## src/rtl/acc_result_fifo.sv

```systemverilog
// acc_result_fifo: result capture FIFO behind the 8-bit accumulator.
// Stores {carry, sum} words with valid/ready on both sides, first-word
// fall-through on the read side, a saturating carry-out counter and a
// sticky drop flag for results offered while the FIFO was full.
module acc_result_fifo #(
    parameter int unsigned WIDTH = 8,
    parameter int unsigned DEPTH = 4,
    parameter int unsigned AW    = $clog2(DEPTH)
) (
    input  logic             ck,
    input  logic             clr,
    input  logic [WIDTH-1:0] s_in,
    input  logic             co_in,
    input  logic             in_valid,
    output logic             in_ready,
    output logic [WIDTH:0]   out_data,
    output logic             out_valid,
    input  logic             out_ready,
    output logic [AW:0]      count,
    output logic [7:0]       ovf_cnt,
    output logic             drop,
    input  logic             clr_stat
);

    localparam int unsigned DW = WIDTH + 1;
    localparam int unsigned CW = AW + 1;

    typedef enum logic [1:0] {
        ST_EMPTY   = 2'd0,
        ST_PARTIAL = 2'd1,
        ST_FULL    = 2'd2
    } occ_t;

    occ_t            state;
    occ_t            state_nxt;

    logic [DW-1:0]   mem [DEPTH];
    logic [AW-1:0]   wr_ptr;
    logic [AW-1:0]   rd_ptr;
    logic [AW-1:0]   wr_ptr_nxt;
    logic [AW-1:0]   rd_ptr_nxt;
    logic [CW-1:0]   count_nxt;
    logic [DW-1:0]   head_nxt;
    logic [DW-1:0]   wr_data;
    logic [7:0]      ovf_nxt;
    logic            drop_nxt;
    logic            in_ready_nxt;
    logic            out_valid_nxt;
    logic            push;
    logic            pop;

    // Next-state, pointer, occupancy and registered-output computation
    always_comb begin
        push          = in_valid & in_ready;
        pop           = out_valid & out_ready;
        wr_data       = {co_in, s_in};
        wr_ptr_nxt    = wr_ptr;
        rd_ptr_nxt    = rd_ptr;
        count_nxt     = count;
        state_nxt     = state;
        head_nxt      = '0;
        ovf_nxt       = ovf_cnt;
        drop_nxt      = drop;
        in_ready_nxt  = 1'b1;
        out_valid_nxt = 1'b0;

        if (push) begin
            wr_ptr_nxt = wr_ptr + AW'(1);
        end
        if (pop) begin
            rd_ptr_nxt = rd_ptr + AW'(1);
        end

        case ({push, pop})
            2'b10:   count_nxt = count + CW'(1);
            2'b01:   count_nxt = count - CW'(1);
            default: count_nxt = count;
        endcase

        // Occupancy FSM: only a lone push or lone pop moves between states
        case (state)
            ST_EMPTY: begin
                if (push) begin
                    state_nxt = ST_PARTIAL;
                end
            end
            ST_PARTIAL: begin
                if (push && !pop && (count == CW'(DEPTH - 1))) begin
                    state_nxt = ST_FULL;
                end else if (pop && !push && (count == CW'(1))) begin
                    state_nxt = ST_EMPTY;
                end
            end
            ST_FULL: begin
                if (pop && !push) begin
                    state_nxt = ST_PARTIAL;
                end
            end
            default: state_nxt = ST_EMPTY;
        endcase

        in_ready_nxt  = (state_nxt != ST_FULL);
        out_valid_nxt = (state_nxt != ST_EMPTY);

        // Head word after this edge; bypass when it is the word being written
        if (state_nxt == ST_EMPTY) begin
            head_nxt = '0;
        end else if (push && (rd_ptr_nxt == wr_ptr)) begin
            head_nxt = wr_data;
        end else begin
            head_nxt = mem[rd_ptr_nxt];
        end

        if (clr_stat) begin
            ovf_nxt = '0;
        end else if (push && co_in && (ovf_cnt != 8'hFF)) begin
            ovf_nxt = ovf_cnt + 8'd1;
        end

        if (clr_stat) begin
            drop_nxt = 1'b0;
        end else if (in_valid && !in_ready) begin
            drop_nxt = 1'b1;
        end
    end

    // Storage array, intentionally without reset
    always_ff @(posedge ck) begin
        if (push) begin
            mem[wr_ptr] <= wr_data;
        end
    end

    // State, pointers, statistics and registered outputs
    always_ff @(posedge ck or negedge clr) begin
        if (!clr) begin
            state     <= ST_EMPTY;
            wr_ptr    <= '0;
            rd_ptr    <= '0;
            count     <= '0;
            in_ready  <= 1'b0;
            out_valid <= 1'b0;
            out_data  <= '0;
            ovf_cnt   <= '0;
            drop      <= 1'b0;
        end else begin
            state     <= state_nxt;
            wr_ptr    <= wr_ptr_nxt;
            rd_ptr    <= rd_ptr_nxt;
            count     <= count_nxt;
            in_ready  <= in_ready_nxt;
            out_valid <= out_valid_nxt;
            out_data  <= head_nxt;
            ovf_cnt   <= ovf_nxt;
            drop      <= drop_nxt;
        end
    end

endmodule

```

## config.mk

```make
export PLATFORM = sky130hd
export DESIGN_NAME = acc_result_fifo
export DESIGN_NICKNAME = d
export VERILOG_FILES = /design/src/rtl/acc_result_fifo.sv
export SDC_FILE = /design/constraint.sdc
export NUM_CORES = 1
export LEC_CHECK = 0
export ABC_AREA = 0
export ABC_CLOCK_PERIOD_IN_PS = 2700
export CORE_ASPECT_RATIO = 0.5
export CORE_MARGIN = 1.5
export CORE_UTILIZATION = 35
export DETAILED_ROUTE_END_ITERATION = 12
export PLACE_DENSITY = 0.57
export SETUP_SLACK_MARGIN = 0.1
export SLEW_MARGIN = 10
export SYNTH_ARGS = -nofsm -noshare
export SYNTH_HDL_FRONTEND = slang
export SYNTH_SLANG_ARGS = --single-unit
```

## constraint.sdc

```tcl
create_clock -name ck -period 2.7 [get_ports ck]
set_clock_uncertainty 0.2 [all_clocks]
set_input_delay 0.675 -clock ck [delete_from_list [all_inputs] [get_ports ck]]
set_output_delay 0.675 -clock ck [all_outputs]
set_load 0.01 [all_outputs]
```

Yosys cells after proc, flatten, opt, wreduce, memory -nomap -nowiden
Memory sizes are Yosys's and may differ from the RTL's.
Index checks and enable logic that the tools add are counted.
{"block": "op_classes", "add_sub_neg": 5, "eq_ne": 9, "muxes": 15, "bitwise_logic": 2, "n_reduce_logical": 17}
{"operator": "$mux W9", "count": 2}
{"operator": "$mux W8", "count": 2}
{"operator": "$mux W2", "count": 5}
{"operator": "$add A8 B1 Y8 const B", "count": 1}
{"operator": "$logic_and A1 B1 Y1", "count": 8}
{"operator": "$ne A8 B8 Y1 const B", "count": 1}
{"operator": "$reduce_bool A2 Y1", "count": 4}
{"operator": "$pmux W2 S3", "count": 1}
{"operator": "$pmux W3 S2", "count": 1}
{"operator": "$add A2 B1 Y2 const B", "count": 2}
{"operator": "$eq A2 B1 Y1 const B", "count": 2}
{"operator": "$eq A2 B2 Y1 const B", "count": 2}
{"operator": "$logic_not A2 Y1", "count": 2}
{"operator": "$mux W1", "count": 4}
{"operator": "$add A3 B1 Y3 const B", "count": 1}
{"operator": "$eq A3 B1 Y1 const B", "count": 1}
{"operator": "$eq A3 B2 Y1 const B", "count": 1}
{"operator": "$logic_not A1 Y1", "count": 3}
{"operator": "$sub A3 B1 Y3 const B", "count": 1}
{"operator": "$and A1 B1 Y1", "count": 2}
{"operator": "$eq A2 B2 Y1", "count": 1}
{"operator": "$ne A2 B2 Y1 const B", "count": 1}
{"block": "totals", "reg_bits": 29, "ram_bits": 36, "input_bits": 14, "output_inout_bits": 23, "n_memories": 1}
{"memory": "mem", "depth": 4, "width": 9, "read_ports": 1, "rd_clocked_by_memory_dff": 0, "wr": 1, "line": "37", "rtl": "logic [DW-1:0] mem [DEPTH];"}

Longest topological paths before layout
{"block": "depth", "ltp_word": 9, "mapped_depth": 10}

Worst setup path after synthesis
OpenSTA, ideal clock, no wires.
{"block": "synth_path", "path_type": "input to register", "start": "input out_ready", "end": "register out_data[0]", "t_arrival_ns": 2.137, "t_required_ns": 2.378, "path_slack_ns": 0.241, "stages": 9, "path_buffers": 3, "path_cell_list": "and2_1 buf_1 ha_1 clkbuf_1 nand3_1 a21oi_1 o21a_1 buf_2 nor2_1"}
{"block": "synth_between", "elab_chain_cells": 8, "elab_cells_between_ends": 17}
{"item": "start, declared", "line": "18", "rtl": "input logic out_ready,"}
{"item": "$and A1 B1 Y1 (*)", "line": "55", "rtl": "pop = out_valid & out_ready;"}
{"item": "$logic_and A1 B1 Y1 / $logic_not A1 Y1 (equally long branches)", "line": "90, 95, 88"}
{"item": "$logic_and A1 B1 Y1 (on tied branches)", "line": "90, 88"}
{"item": "$mux W2 / $logic_and A1 B1 Y1 (equally long branches)", "line": "90, 88"}
{"item": "$mux W2", "line": "88", "rtl": "if (push && !pop && (count == CW'(DEPTH - 1))) begin"}
{"item": "$pmux W2 S3", "line": "81", "rtl": "case (state)"}
{"item": "$logic_not A2 Y1", "line": "106", "rtl": "if (state_nxt == ST_EMPTY) begin"}
{"item": "$mux W9 (*)", "line": "106"}
{"item": "via head_nxt[0]", "line": "43", "rtl": "logic [DW-1:0] head_nxt;"}
{"item": "end signal, assigned", "line": "153", "rtl": "out_data <= head_nxt;"}
{"item": "end, declared", "line": "16", "rtl": "output logic [WIDTH:0] out_data,"}
Mark *: on every way through the listed nets, which the timed path passes. The rest lies on a longest branch.
A chain may end at the register's enable or synchronous reset.

Worst setup path after layout
{"block": "layout_path", "start": "input out_ready", "end": "register out_data[5]"}
The elaborated chain is that of the path after synthesis.

==> flow_metrics.tcl <==
set metrics [dict create \
    relSlewSlack 0.626 \
    place_area_um2 3750 \
    report.power.total_mw 4.48 \
    slowest_delay_ns 0.45 \
    synth_cell_type_count 50 \
    syn-cell-area_um2 3170 \
    dr_total_vias 2222 \
    viasPerCell 5.25 \
    synth-edff-count 36 \
    ys_ff_latch 65 \
    cts.sinks 65 \
    grt_pass1_vias 2289 \
    crit_path_cell_trace "clkdlybuf4s50_1 -> a21boi_0 -> nor4b_2 -> o31ai_2 -> buf_4 -> mux2i_1 -> nor2_1" \
    fin_crit_ns 2.31 \
    syn-num-nets 275 \
    postSynth.asyncResetShare 0.446 \
    die-height_um 70.3 \
    nFillCells 792 \
    nNetsFinal 326 \
    min_to "drop" \
    reg2reg_from "rd_ptr[0]" \
    max_freq_ghz 0.434 \
    holdWs_ns 0.324 \
    die-width_um 138 \
    cp-start-kind "input pin" \
    status "finished, final reports clean" \
    cts_root_buffer "clkbuf_16" \
    pin_count 37 \
    clk_latency_ns 0.33 \
    crit_arrival_ns 2.33 \
    maxSlewViolCount 0 \
    cts.repair.resized 0 \
    clock_path_buffers 2 \
    setup_slack_ns 0.395 \
    drive_above_1_share 0.173 \
    synth_top_area_share 0.341 \
    setup_violations 0 \
    hp-start "drop" \
    portBuffers 36 \
    design.die.area_um2 9670 \
    p_per_area_nw_per_um2 1100 \
    area_growth_pct 28.2 \
    hold_depth 2 \
    cts_hold_buffers 0 \
    fin_crit_sh 0.854 \
    wl_per_cell_um 17.2 \
    cp-startpoint "out_ready" \
    multi_input_area_um2 1220 \
    grtUsageTotal 0.167 \
    max_slew.worst_pin.slew_ns 0.562 \
    rr_worst_depth 6 \
    grt_overflow_total 0 \
    irDropWorstVdd_mv 0.397 \
    hpwl_mm 4.90 \
    grt_max_degree 30 \
    globalplace.congestion 0.759 \
    cp.depth 7 \
    cp_top_family "buffers and inverters" \
    start_util 0.363 \
    diodes 0 \
    route.detailed.drc 0 \
    first_iter_violations 136 \
    synth.area.top_cells "edfxtp_1 (34%), dfrtp_1 (23%), o221ai_1 (4.7%)" \
    required_ns 2.72 \
    postCtsSetupRepairBufs 0 \
    synth_area_leader_cell "edfxtp_1" \
    r2r_slack_ns 0.53 \
    crit_type "in -> reg" \
    postRouteAntennaNets 0 \
    syn_area_per_cell_um2 12.7 \
    hp-class "reg -> reg" \
    rsz0062_at_grt "no" \
    cts_tree "yes" \
    crit_path_top_delay_cell "clkdlybuf4s50_1" \
    synthCells 250 \
    cp-end-kind "flip-flop" \
    antenna_found_initial 0 \
    yosysWarningCount 0 \
    setup_tns_ns 0 \
    seq_area_frac_synth 0.570 \
    path_clk_slew_ns 0.06 \
    synth_flop_cell "edfxtp_1" \
    num_rows 24 \
    crit_fanout 6 \
    coreArea_um2 8740 \
    wirelength_mm 7.30 \
    p_leak_nw 1.61 \
    hold_viol 0 \
    r2r_end "out_data[5]" \
    crit_buf_inv 2 \
    grt_pass1_wl_mm 11.7 \
    cap_viol_max_count 0 \
    htree_levels 3 \
    cts_buffers 9 \
    drtPass1Iterations 4 \
    pre_cts_slack_ns 0.0327 \
    final_cell_area_um2 4060 \
    layout.area.seq_um2 1810 \
]
## per-stage QoR
| stage | cells | util |
|---|---|---|
| after detailed placement | 407 | 0.429 |
| final | 423 | 0.465 |
| after floorplan | 250 | - |
| after global routing | 423 | 0.465 |
| after CTS | 423 | 0.465 |
| after global placement | 407 | 0.429 |
## how the worst max path moves through the flow
stage / end / slack [ns]
after global routing: out_data[5] / 0.27
after global placement: out_data[6] / 0.13
after floorplan: out_data[0] / 0.24
after detailed placement: out_data[5] / 0.03
final: out_data[5] / 0.39
after CTS: out_data[8] / 0.37
## power by group
group          total [mW]  switching [mW]  leakage (nW)  internal [mW]
clock                1.21           0.404         0.154          0.804
sequential           1.51           0.191         0.696           1.32
combinational        1.76           0.904         0.765          0.856
total                4.48            1.50          1.61           2.98
## flip-flops by register name, indices dropped and copies added (netlist names)
register,cells
drop,1
rd_ptr,2
count,3
wr_ptr,2
out_valid,1
mem,36
state,2
ovf_cnt,8
in_ready,1
out_data,9
## tightest hold or removal path, stage by stage, from the launching register on
cell and delay [ns]:
dfrtp_1 0.36, a21oi_1 0.05, nor2_1 0.08
## cell type report
type	count	share of cell area
Inverter	12	0.0111
Sequential cell	65	0.445
Multi-Input combinational cell	156	0.301
Tap cell	117	0.0360
Clock buffer	10	0.0564
Clock inverter	6	0.0203
Timing Repair Buffer	57	0.131
## routing by layer
layer / routed length, um / part of all wire / track usage
met5: 0 / 0 / 0
met4: 123 / 0.017 / 0.0678
met3: 454 / 0.062 / 0.0508
met2: 3460 / 0.47 / 0.264
met1: 3260 / 0.45 / 0.213
## cell families (layout without fill, tap and decap cells)
| family | Yosys count | in the layout | synth area share |
|---|---|---|---|
| flops | 65 | 65 | 0.570 |
| simple gates | 58 | 58 | 0.103 |
| compound gates | 57 | 57 | 0.143 |
| buf+inv | 29 | 85 | 0.0438 |
| mux | 18 | 18 | 0.0604 |
| xor+xnor | 12 | 12 | 0.0355 |
| fa+ha+maj | 11 | 11 | 0.0434 |
## cell usage after synthesis (all sizes together) (2+ instances only)
| library cell | n |
|---|---|
| o22ai | 2 |
| xor2 | 4 |
| nor2 | 20 |
| and3 | 5 |
| a22oi | 8 |
| inv | 12 |
| xnor2 | 8 |
| dfrtp | 29 |
| o221ai | 17 |
| edfxtp | 36 |
| o21a | 2 |
| ha | 11 |
| a31oi | 3 |
| a21oi | 4 |
| buf | 14 |
| o31ai | 10 |
| and2 | 2 |
| o21ai | 2 |
| clkbuf | 3 |
| mux2i | 9 |
| mux2 | 9 |
| nand2 | 10 |
| nand3 | 4 |
| nand4b | 8 |
## cells in the final DEF, fill, tap and decap left out, drive strengths merged, types with 10 or more instances in the layout
cell / count
edfxtp: 36
inv: 13
clkbuf: 10
buf: 21
nand2: 10
clkdlybuf4s50: 36
nor2: 20
ha: 11
dfrtp: 29
o221ai: 17
o31ai: 10
No activity file was read; power rests on OpenSTA's default activity.
